===== config.mk =====
export PLATFORM = sky130hd
export DESIGN_NAME = vpu_fp_exp_collector
export DESIGN_NICKNAME = d
export VERILOG_FILES = /design/src/rtl/vpu_fp_exp_collector.sv
export SDC_FILE = /design/constraint.sdc
export NUM_CORES = 1
export LEC_CHECK = 0
export CORE_MARGIN = 2
export CORE_UTILIZATION = 42
export DETAILED_ROUTE_END_ITERATION = 10
export HOLD_SLACK_MARGIN = 0.1
export SLEW_MARGIN = 20
export SYNTH_ARGS = -nofsm -noshare
export SYNTH_HDL_FRONTEND = slang
export SYNTH_HIERARCHICAL = 1
export SYNTH_SLANG_ARGS = --single-unit

===== constraint.sdc =====
create_clock -name clk -period 4.3 [get_ports clk]
set_input_delay 0.86 -clock clk [delete_from_list [all_inputs] [get_ports clk]]
set_output_delay 0.86 -clock clk [all_outputs]
set_load 0.01 [all_outputs]

===== src/rtl/vpu_fp_exp_collector.sv =====
// Collects BF16 exp-unit results into an element FIFO and packs LANES of them per
// output word for the DST port, with credit (free slot) reporting and flush support.

module vpu_fp_exp_lane #(
    parameter int OPERAND_WIDTH = 16
) (
    input  logic                     clk,
    input  logic                     rst,
    input  logic                     wr,
    input  logic                     clr,
    input  logic [OPERAND_WIDTH-1:0] d,
    output logic [OPERAND_WIDTH-1:0] q
);
    // A write wins over a clear so a retiring word can load lane 0 of the next one.
    always_ff @(posedge clk) begin
        if (rst)      q <= '0;
        else if (wr)  q <= d;
        else if (clr) q <= '0;
    end
endmodule

module vpu_fp_exp_collector #(
    parameter int OPERAND_WIDTH = 16,
    parameter int LANES         = 4,
    parameter int DEPTH         = 16
) (
    input  logic                             clk,
    input  logic                             rst,
    input  logic                             exp_done_i,
    input  logic [OPERAND_WIDTH-1:0]         exp_data_i,
    input  logic                             flush_i,
    output logic                             dst_valid_o,
    input  logic                             dst_ready_i,
    output logic [LANES*OPERAND_WIDTH-1:0]   dst_data_o,
    output logic [LANES-1:0]                 dst_mask_o,
    output logic [$clog2(DEPTH+1)-1:0]       free_o,
    output logic                             flush_done_o,
    output logic                             overflow_o
);
    localparam int AW = $clog2(DEPTH);
    localparam int CW = $clog2(DEPTH+1);
    localparam int LW = $clog2(LANES);

    typedef enum logic {FILL, HOLD} state_t;

    logic [OPERAND_WIDTH-1:0] mem [DEPTH];
    logic [AW-1:0]            wr_ptr, rd_ptr;
    logic [CW-1:0]            count, count_n;
    logic                     empty, full, push, pop;

    state_t                   state_q, state_n;
    logic [LW-1:0]            lane_cnt, lane_cnt_n, lane_sel;
    logic [LANES-1:0]         mask_q, mask_n;
    logic                     flush_pending, flush_pending_n;
    logic                     flush_word, flush_word_n;
    logic                     flush_done_q, flush_done_n;
    logic                     retire;
    logic [LANES-1:0][OPERAND_WIDTH-1:0] lane_q;

    assign empty       = (count == '0);
    assign full        = (count == CW'(DEPTH));
    assign dst_valid_o = (state_q == HOLD);
    assign pop         = !empty && (!dst_valid_o || dst_ready_i);
    assign push        = exp_done_i && (!full || pop);
    assign retire      = dst_valid_o && dst_ready_i;
    assign count_n     = count + CW'(push) - CW'(pop);

    always_ff @(posedge clk) begin
        if (push) mem[wr_ptr] <= exp_data_i;
    end

    always_ff @(posedge clk) begin
        if (rst) begin
            wr_ptr     <= '0;
            rd_ptr     <= '0;
            count      <= '0;
            free_o     <= CW'(DEPTH);
            overflow_o <= 1'b0;
        end else begin
            if (push) wr_ptr <= wr_ptr + AW'(1);
            if (pop)  rd_ptr <= rd_ptr + AW'(1);
            count  <= count_n;
            free_o <= CW'(DEPTH) - count_n;
            if (exp_done_i && !push) overflow_o <= 1'b1;
        end
    end

    always_ff @(posedge clk) begin
        if (rst) begin
            state_q       <= FILL;
            lane_cnt      <= '0;
            mask_q        <= '0;
            flush_pending <= 1'b0;
            flush_word    <= 1'b0;
            flush_done_q  <= 1'b0;
        end else begin
            state_q       <= state_n;
            lane_cnt      <= lane_cnt_n;
            mask_q        <= mask_n;
            flush_pending <= flush_pending_n;
            flush_word    <= flush_word_n;
            flush_done_q  <= flush_done_n;
        end
    end

    always_comb begin
        state_n         = state_q;
        lane_cnt_n      = lane_cnt;
        mask_n          = mask_q;
        flush_pending_n = flush_pending | flush_i;
        flush_word_n    = flush_word;
        flush_done_n    = 1'b0;
        if (pop) begin
            if (state_q == HOLD) begin
                // retiring word; the popped element starts the next one in lane 0
                state_n      = FILL;
                lane_cnt_n   = LW'(1);
                mask_n       = '0;
                flush_word_n = 1'b0;
            end else if (lane_cnt == LW'(LANES-1)) begin
                state_n    = HOLD;
                lane_cnt_n = '0;
                mask_n     = '1;
            end else begin
                lane_cnt_n = lane_cnt + LW'(1);
            end
        end else if (state_q == HOLD) begin
            if (dst_ready_i) begin
                state_n      = FILL;
                mask_n       = '0;
                flush_word_n = 1'b0;
            end
        end else if (flush_pending_n && empty) begin
            // flush point: FIFO drained and no word outstanding
            flush_pending_n = 1'b0;
            if (lane_cnt != '0) begin
                state_n      = HOLD;
                mask_n       = (LANES'(1) << lane_cnt) - LANES'(1);
                lane_cnt_n   = '0;
                flush_word_n = 1'b1;
            end else begin
                flush_done_n = 1'b1;
            end
        end
    end

    assign lane_sel = (state_q == HOLD) ? '0 : lane_cnt;

    for (genvar k = 0; k < LANES; k++) begin : g_lane
        vpu_fp_exp_lane #(.OPERAND_WIDTH(OPERAND_WIDTH)) u_lane (
            .clk (clk),
            .rst (rst),
            .wr  (pop && (lane_sel == LW'(k))),
            .clr (retire),
            .d   (mem[rd_ptr]),
            .q   (lane_q[k])
        );
    end

    assign dst_data_o   = lane_q;
    assign dst_mask_o   = mask_q;
    assign flush_done_o = flush_done_q | (retire && flush_word);

endmodule


### After elaboration in Yosys (flattened, before gate mapping)

Memory sizes are Yosys's and may differ from the RTL's. A register that Yosys moved wholly into a read port is not among the register bits.
Cells that the tools add are included.

* reduce and logical (&&, ||, !) cells: 33
* eq/ne operators: 9
* shift operators: 1
* add/sub/neg operators: 7
* mux-type cells: 40
* bitwise operators: 3

Operators with widths (count)
* 16-bit 2-to-1 mux: 5
* 4-bit 2-to-1 mux: 9
* 1-bit 2-to-1 mux: 19
* 2-bit nonzero test: 9
* 2-bit 2-to-1 mux: 7
* 1-bit logical AND: 10
* 4-bit by 1-bit adder with 4-bit output, second input constant: 2
* 4-bit AND reduction: 2
* 2-bit equality test, second input constant: 3
* 3-bit nonzero test: 2
* 5-bit by 1-bit adder with 5-bit output: 1
* 5-bit equality test, second input constant: 1
* 5-bit logical NOT: 1
* 5-bit by 1-bit subtractor with 5-bit output: 1
* 5-bit subtractor, first input constant: 1
* 1-bit logical NOT: 4
* 4-bit OR reduction: 1
* 1-bit by 2-bit << shifter with 4-bit output, first input constant: 1
* 4-bit by 2-bit subtractor with 4-bit output, second input constant: 1
* 3-bit by 1-bit inequality test with 1-bit output, second input constant: 1
* 3-bit inequality test, second input constant: 1
* 3-bit AND reduction: 1
* 2-bit by 1-bit adder with 2-bit output, second input constant: 1
* 2-bit by 1-bit equality test with 1-bit output, second input constant: 1
* 6 further kinds: 8

* memories kept: 1
* flip-flop bits (word level): 93
* RAM bits: 256
* output and inout bits: 76
* word-level logic and storage cells: 109

Memories
* mem: words 16, bits a word 16, rd ports 1, clocked after memory_dff 1, wr ports 1, line 46 `logic [OPERAND_WIDTH-1:0] mem [DEPTH];`

### Depth between registers and ports, before layout

Gate-level depths: netlist of run 1.

* depth in word-level cells: 8
* depth in mapped cells: 14

### Hierarchy

The synthesis of run 1 kept the hierarchy.

Modules (own cells, without submodules)
* vpu_fp_exp_collector: area each 11340.9 um^2, instances 1, cells each 538
* vpu_fp_exp_lane: area each 718.2 um^2, instances 4, cells each 72

### Least setup slack after synthesis of run 1

Ideal clock, no wire load.

* path kind: input -> register
* from: input port dst_ready_i
* to: register free_o[4]
* arrival: 2.987 ns
* data required time: 4.173 ns
* cell stages on the path: 12
* setup slack: 1.186 ns
* library setup time: 0.127 ns
* cell sequence: nor2b_1 nor2_1 nand2_1 o21ai_0 ha_1 inv_1 fa_1 nand2b_1 a21oi_1 xnor2_1 and4_1 or3_1

* longest elaborated chain between the ends: 7

RTL lines
* start: declaration: line 33 `input logic dst_ready_i,`
* 1-bit logical OR *: line 63 `assign pop = !empty && (!dst_valid_o || dst_ready_i);`
* 1-bit logical AND *: line 63
* 1-bit logical OR: line 64 `assign push = exp_done_i && (!full || pop);`
* 1-bit logical AND: line 64
* 5-bit by 1-bit adder with 5-bit output: line 66 `assign count_n = count + CW'(push) - CW'(pop);`
* 5-bit by 1-bit subtractor with 5-bit output *: line 66
* 5-bit subtractor *: line 83 `free_o <= CW'(DEPTH) - count_n;`
* end signal: assignment: line 77 `free_o <= CW'(DEPTH);`
* end signal: assignment: line 83
* end: declaration: line 36 `output logic [$clog2(DEPTH+1)-1:0] free_o,`

Mark *: on every way between the ends. The rest lies on a longest branch, timed or not.
A chain may end at the register's enable or synchronous reset.

### Final worst setup path of run 1

* from: input port dst_ready_i
* to: output port flush_done_o

* longest elaborated chain between the ends: 3

RTL lines
* 1-bit logical AND: line 65 `assign retire = dst_valid_o && dst_ready_i;`
* via retire: line 57 `logic retire;`
* 1-bit logical AND: line 162 `assign flush_done_o = flush_done_q | (retire && flush_word);`
* 1-bit bitwise OR: line 162
* end: declaration: line 37 `output logic flush_done_o,`

The timed path passes the listed nets, and every way through them passes these cells.

==> results list, run 1 <==
- Die height: 188 um
- Data required time of the worst path: 3.44 ns
* Share of layout cells above drive strength 1: 20.5%
- Count of warnings emitted by yosys: 6
* Startpoint of the most critical hold path: dst_mask_o[0]
* Share of synthesized registers carrying an async set or reset: 0%
- Number of distinct library cell variants in the gate-level netlist after synthesis: 48
- The worst setup path is of the primary input to primary output kind.
- Leading register cell type out of synthesis: edfxtp_1
* DIE WIDTH: 188 um
* Site row count: 67
* Min Tclk post-route: 3.32 ns
- The mapped netlist covers 14200 um^2.
- Total of flip-flops plus latches after synthesis: 352
- After clock tree synthesis, the setup repair step added 0 buffers.
- The detailed router placed 7415 vias in this run.
- Clock latency on the worst-skew pair, taken at its later pin, is 0.52 ns.
- STA classifies the critical path endpoint as a primary output.
* Top fanout value on the critical path: 11
- The number of hold buffers added after CTS was 0.
* Worst endpoint data arrival time: 2.46 ns
- For met3 alone, demand over resource in global routing was 2.55%.
* Final period utilization: 77.3%
* Overall overflow remaining after global route: 0
- Launch point of the critical path: dst_ready_i
- Global routing used 17.3% of the available tracks.
- CTS tree: done
- Slew Limit Headroom: 27.2%
* Quantity of gates resized following cts: 0
* Antenna violations before repair: 0
- 0 antenna diodes ended up in the layout.
* Clk sinks: 352
* Grt peak-use layer: met2
- The number of clock buffers added by TritonCTS is 37.
- Setup total negative slack on the finished layout was measured at 0 ns.
- For the pin with the worst max-slew slack, the measured transition is 1.09 ns.
- Largest clock skew in the final design: 0.0126 ns
- Proportion of synthesized chip area in sequential cells: 67.6%
- The run finished with clean final reports.
- Max-slew violation total from the final report: 0
* GRT met1 Usage: 24.6%
- Setup repair after global routing missed its margin: false
- Global routing used 28.2% of the available met2 tracks.
- Net count of the mapped netlist: 863
* Clock root cell: clkbuf_16
* Average size of a mapped cell: 17.2 um^2
- The number of endpoints with negative hold slack in the final report was 0.
- Util after Layout: 50.5%
- Cells after Synth: 826
- Yosys mapped a number of flops with a built-in enable equal to 256.
- The floorplan step defined a die boundary enclosing 35300 um^2.
- CTS Buffer Depth: 3
- Area grow syn2layout: 18.8%
- Based on the critical path, the design can be clocked at up to 301 MHz.
* Reg clk slew, reported paths: 0.06 ns
- 1st-pass router iterations: 4
* Number of routed nets with antenna violations: 0
- After the first detailed-routing iteration, the DRC count stood at 592.
- Routed length per placed instance: 21.2 um
* Worst Hold Class: flip-flop to flip-flop
- Final Cell Area: 16900 um^2
* Critical path startpoint category: primary input
- Leak: 5.51 nW
- Finish-stage setup viols: 0
* Count of pins on the block boundary: 97
- NumNets Final: 979
- The startpoint identified for the worst register-to-register timing path is count[3].
- Summed over all layers, the routed wires come to 30.1 mm.
- Vias per Instance: 5.23
- Routability-driven placement congestion ratio: 0.767
- The via count of the first global-routing pass was 7452.
- The first global-routing pass estimated 46.2 mm of wire.
- Across the VDD grid, the largest voltage drop is 340 uV.
- Post-place instance area: 15700 um^2
* Maximum number of pins on one net before global-route repair: 52
- PwrDens: 613 nW/um^2
* DP Wirelength: 19.3 mm
* H-tree levels: 2
* Area inside the core boundary: 33400 um^2
* Initial standard-cell utilization of the core: 42.5%
- After detailed routing, the number of remaining DRC violations is 0.
* Port Buffer Count: 96
- Number of max-cap violations: 0
==> synth_stat cells, types with 6 or more instances <==
library cell | instances | area, um^2
dfxtp_1 | 96 | 1920
xor2_1 | 7 | 61.3
buf_2 | 9 | 45.0
edfxtp_1 | 256 | 7690
buf_6 | 13 | 146
o32ai_1 | 20 | 175
a21oi_1 | 11 | 55.1
ha_1 | 15 | 188
mux4_2 | 44 | 991
nor2_1 | 42 | 158
buf_1 | 11 | 41.3
mux4_1 | 36 | 946
clkbuf_1 | 13 | 48.8
xnor2_1 | 6 | 52.6
nand2_1 | 73 | 274
o32ai_2 | 40 | 651
inv_1 | 74 | 278
==> final timing paths <==
kind | end | slack, ns | depth (start not counted)
max | flush_done_o | 0.98 | 4
min | dst_mask_o[0] | 0.46 | 1
max reg2reg | free_o[4] | 1.18 | 14
min reg2reg | dst_mask_o[0] | 0.46 | 1
==> where the power goes <==
group          switching [mW]  total (mW)  internal, mW
Clock                    1.25        3.07          1.82
Sequential              0.340        4.29          3.96
Combinational            1.51        2.99          1.48
Total                    3.10        10.4          7.25
==> cell families (layout without fill, tap and decap cells) <==
group                      after synthesis  count (layout)  share of synthesized area, %
DFF                                    352             352                          67.6
AOI/OAI and AO/OA                       90              90                          7.24
muxes                                   81              81                          13.7
buffers and inverters                  127             270                          4.66
and+or+nand+nor                        147             147                          4.54
adders and majority gates               16              16                          1.46
xor gates and xnor gates                13              13                         0.801
==> routing by layer <==
layer | wire length [um] | vias up | share of wire, %
met5 | 0 | - | 0
met1 | 13800 | 3759 | 46
met3 | 1360 | 40 | 4.5
met2 | 14400 | 194 | 48
li1 | - | 3422 | -
met4 | 564 | 0 | 1.9
==> worst max-delay path, cell delays in order <==
cell and delay, ns:
clkdlybuf4s50_1 0.50, and2_1 0.40, a21o_1 0.18, clkdlybuf4s50_1 0.52
==> cell usage in the layout, fill, tap and decap left out, types with 5 or more instances in the layout <==
master,Yosys,final
mux4_1,36,36
o32ai_2,40,40
clkbuf_1,13,10
nor2_1,42,28
ha_1,15,15
a21oi_1,11,11
buf_4,1,32
mux4_2,44,44
nand2_1,73,73
nor2_2,0,14
inv_1,74,74
xnor2_1,6,6
clkdlybuf4s50_1,0,95
nand2b_1,5,5
dfxtp_1,96,94
clkbuf_16,0,40
xor2_1,7,7
o32ai_1,20,20
edfxtp_1,256,256
==> cell type report <==
type	count	area, um^2
multi-input combinational	347	4000
tap	448	561
inverter	74	278
clock inverter	10	77.6
timing repair buffer	130	1250
clock buffer	56	1090
fill	2738	16600
sequential	352	9610
==> state kept, by name (all words and copies together), names as in the netlist, named ones only <==
signal / count
mem: 256
g_lane.u_lane/q: 64
free_o: 5
count: 4
dst_mask_o: 4
rd_ptr: 4
wr_ptr: 4
lane_cnt: 2
dst_valid_o: 1
flush_done_q: 1
flush_pending: 1
flush_word: 1
overflow_o: 1
==> through the flow <==
| step | setup WS (ns) | std cells | power [mW] | hold WS [ns] |
|---|---|---|---|---|
| 6_report | 0.977 | 1417 | 10.4 | 0.465 |
| 5_1_grt | 0.816 | 1417 | 10.9 | 0.488 |
| 4_1_cts | 0.953 | 1417 | 10.5 | 0.470 |
| 3_5_place_dp | 0.511 | 1351 | 7.40 | 0.455 |
| 3_3_place_gp | 0.536 | 1351 | 7.38 | 0.449 |
| 2_1_floorplan | 1.19 | 826 | 6.33 | 0.463 |
Power figures use the tool's default switching activity.
==> run 2, diff against run 1 <==
==> constraint.sdc (replaced) <==
create_clock -name clk -period 2.84 [get_ports clk]
set_input_delay 0.568 -clock clk [delete_from_list [all_inputs] [get_ports clk]]
set_output_delay 0.568 -clock clk [all_outputs]
set_load 0.01 [all_outputs]
==> results list, run 2 (synthesized netlist as in run 1, its figures left out) <==
* Run status: finished clean
- Most flop-heavy register: mem
* Maximum number of pins on one net before global-route repair: 35 (-33%)
- The die area came to 35300 um^2 (unchanged).
* Largest clock skew in the final design: 0.0181 ns (+0.00559 ns)
- CTS Buffer Depth: 3 (unchanged)
- Via count: 7547 (+1.8%)
- FF-to-FF path depth: 14 (unchanged)
- The total power divided by cell area was 926 nW/um^2 (+51%).
- The worst setup path is captured at a flip-flop.
- The footprint of the flip-flops and latches is 9620 um^2 (about the same).
- The largest registers in the layout are mem (256), g_lane.u_lane/q (64), free_o (5).
- Post-detailed-routing wire length: 30.5 mm (+1.4%)
- Reg2reg setup slack: 0.11 ns (-1.07 ns)
- The first-iteration detailed-routing DRC count was 548 (-7.4%).
- Filler cell count in the final layout: 2672 (-2.4%)
* Slew Limit Headroom: 46.8% (+20 points)
* NumNets Final: 1014 (+3.6%)
- The cell count after placement is 1385 (+2.5%).
* Top fanout value on the critical path: 3 (-8)
- The total area of multi-input combinational cells came to 4070 um^2 (+1.6%).
- The overall routing resource usage was 17.5% (+0.20 points).
* Max-slew violation total from the final report: 0 (unchanged)
- Clock tree synthesis selected as its root buffer the cell clkbuf_16.
- Initial standard-cell utilization of the core: 42.5% (unchanged)
- The remaining global-route overflow was 0 (unchanged).
- Global-route wire length before repair: 46.6 mm (+0.76%)
* Inserted Clock Buffers: 37 (unchanged)
- H-tree levels: 2 (unchanged)
- Die height: 188 um (unchanged)
- The sink count of the clock tree came to 352 (unchanged).
- Transition at the pin with the smallest max-transition slack: 0.797 ns (-0.293 ns)
- The min-delay analysis places its worst path in the category flip-flop to flip-flop.
* Launch point of the critical path: count[2]
- In this run the worst setup path terminates at free_o[4].
* Data required time of the worst path: 3.24 ns (-0.20 ns)
- Startpoint of the most critical register-to-register path: count[2]
* Hold WS: 0.469 ns (+0.00430 ns)
- The leakage power of the design is 5.69 nW (+3.4%).
* Worst endpoint data arrival time: 3.12 ns (+0.66 ns)
* DP Wirelength: 19.5 mm (+1.0%)
* Area inside the core boundary: 33400 um^2 (unchanged)
- Port Buffer Count: 96 (unchanged)
- Util after Layout: 51.6% (+1.1 points)
- Final period utilization: 96.1%
- Reg2Reg Capture Point: free_o[4]
- # DRC: 0 (unchanged)
- Post-route insts no fill: 1453 (+2.5%)
- 1st-pass router iterations: 5 (+1)
* Final number of hold-violating endpoints: 0 (unchanged)
* Area grow syn2layout: 21.4%
- Min Tclk post-route: 2.73 ns
- Most common cell after layout, fill and taps aside: edfxtp_1
* Finish-stage setup viols: 0 (unchanged)
* Site row count: 67 (unchanged)
- Routed length per placed instance: 21.0 um (-1.1%)
- Power after layout: 16.0 mW (+54%)
- Post-place instance area: 16100 um^2 (+2.4%)
* Clk_lat worst skew: 0.52 ns (about the same)
- DIE WIDTH: 188 um (unchanged)
- The share of post-route cells with drive strength above 1 came to 24.1% (+3.6 points).
- The critical path is of the flip-flop to flip-flop type.
* Critical path startpoint category: flip-flop
- The max-cap check violation count was 0 (unchanged).
- Cts hold-fix bufs: 0 (unchanged)
- Vias per Instance: 5.19 (-0.74%)
- TritonCTS built the clock tree.
* Max Freq: 366 MHz
- The highest ir drop seen on vdd is 428 uV (+26%).
- The global placer's final weighted congestion is 0.756 (-1.4%).
* Reg clk slew, reported paths: 0.06 ns (about the same)
* Vias in the first global route: 7474 (+0.30%)
- Count of pins on the block boundary: 97 (unchanged)
- The flip-flop count of the largest register, all copies and words added was 256 (unchanged).
* Antenna violations before repair: 1 (+1)
- The area of all placed cells without fillers is 17300 um^2 (+2.3%).
- The number of antenna-violating nets in the routed design came to 0 (unchanged).
* Leading cell types in the layout, fill and taps excluded: edfxtp_1 (256), clkdlybuf4s50_1 (95), dfxtp_1 (93), inv_1 (74), nand2_1 (73)
-- run 2: cell types whose count changed in the layout (fill, tap and decap cells not counted), sizes merged, moves of 2 or more --
cell,before,now
buf,35,70
clkinv,8,10
clkbuf,56,52
inv,75,77
-- run 2: stage by stage --
stage / worst slack, ns / setup TNS, ns
finish: 0.111 / 0
global placement: -0.420 / -1.41
detailed placement: -0.496 / -1.82
floorplan: 0.00812 / 0
global route: -0.00862 / -0.00862
CTS: 0.0402 / 0
-- run 2: timing repair --
action / 4_1_cts / 5_1_grt
hold endpoints to repair: 0 / 0
setup buffers: 0 / 1
pin swaps: 3 / 6
resized for setup: 6 / 8
setup endpoints to repair: 1 / 2
-- run 2: where the power goes --
part	switching, mW	internal (mW)
sequential	0.363	5.99
clock	1.88	2.55
combinational	2.57	2.62
-- run 2: cell type report --
type                       count  area share, %
clock inverter                14          0.435
antenna                        1         0.0145
tap                          448           3.25
timing repair buffer         165           9.42
sequential                   352           55.7
multi-input combinational    347           23.6
clock buffer                  52           6.00
inverter                      74           1.61
-- run 2: worst min-delay path by stage --
stage | start | end | slack, ns | depth (start not counted)
after floorplan | flush_word | flush_word | 0.46 | 2
after global placement | dst_mask_o[0] | dst_mask_o[0] | 0.45 | 1
after detailed placement | dst_mask_o[0] | dst_mask_o[0] | 0.46 | 1
after CTS | rst | g_lane[0].u_lane/q[6] | 0.45 | 2
after global routing | rst | g_lane[0].u_lane/q[6] | 0.48 | 2
final | dst_mask_o[3] | dst_mask_o[3] | 0.47 | 1
-- run 2: critical path: stages (launching register included) --
cell and delay, ns:
dfxtp_1 0.33, inv_1 0.06, ha_2 0.18, nor3b_2 0.17
a31oi_2 0.21, inv_1 0.06, o21ai_1 0.15, ha_2 0.20
inv_1 0.06, fa_2 0.36, nand2b_4 0.16, a21oi_4 0.15
xnor2_2 0.14, a31oi_1 0.06, or3_1 0.34
-- run 2: metal layers --
| metal | global-route usage [%] | vias to the layer above | wire length (um) |
|---|---|---|---|
| li1 | - | 3494 | - |
| met1 | 24.7 | 3836 | 14300 |
| met2 | 28.5 | 173 | 14500 |
| met3 | 3.09 | 44 | 1230 |
| met4 | 4.06 | 0 | 490 |
| met5 | 0 | - | 0 |
==> run 3, diff against run 2 <==
--- a/config.mk
+++ b/config.mk
@@ -9,7 +9,6 @@
 export CORE_UTILIZATION = 42
 export DETAILED_ROUTE_END_ITERATION = 10
 export HOLD_SLACK_MARGIN = 0.1
-export SLEW_MARGIN = 20
 export SYNTH_ARGS = -nofsm -noshare
 export SYNTH_HDL_FRONTEND = slang
 export SYNTH_HIERARCHICAL = 1
==> results of run 3 <==
The final DEF is identical to that of run 2; final timing and power are the same.
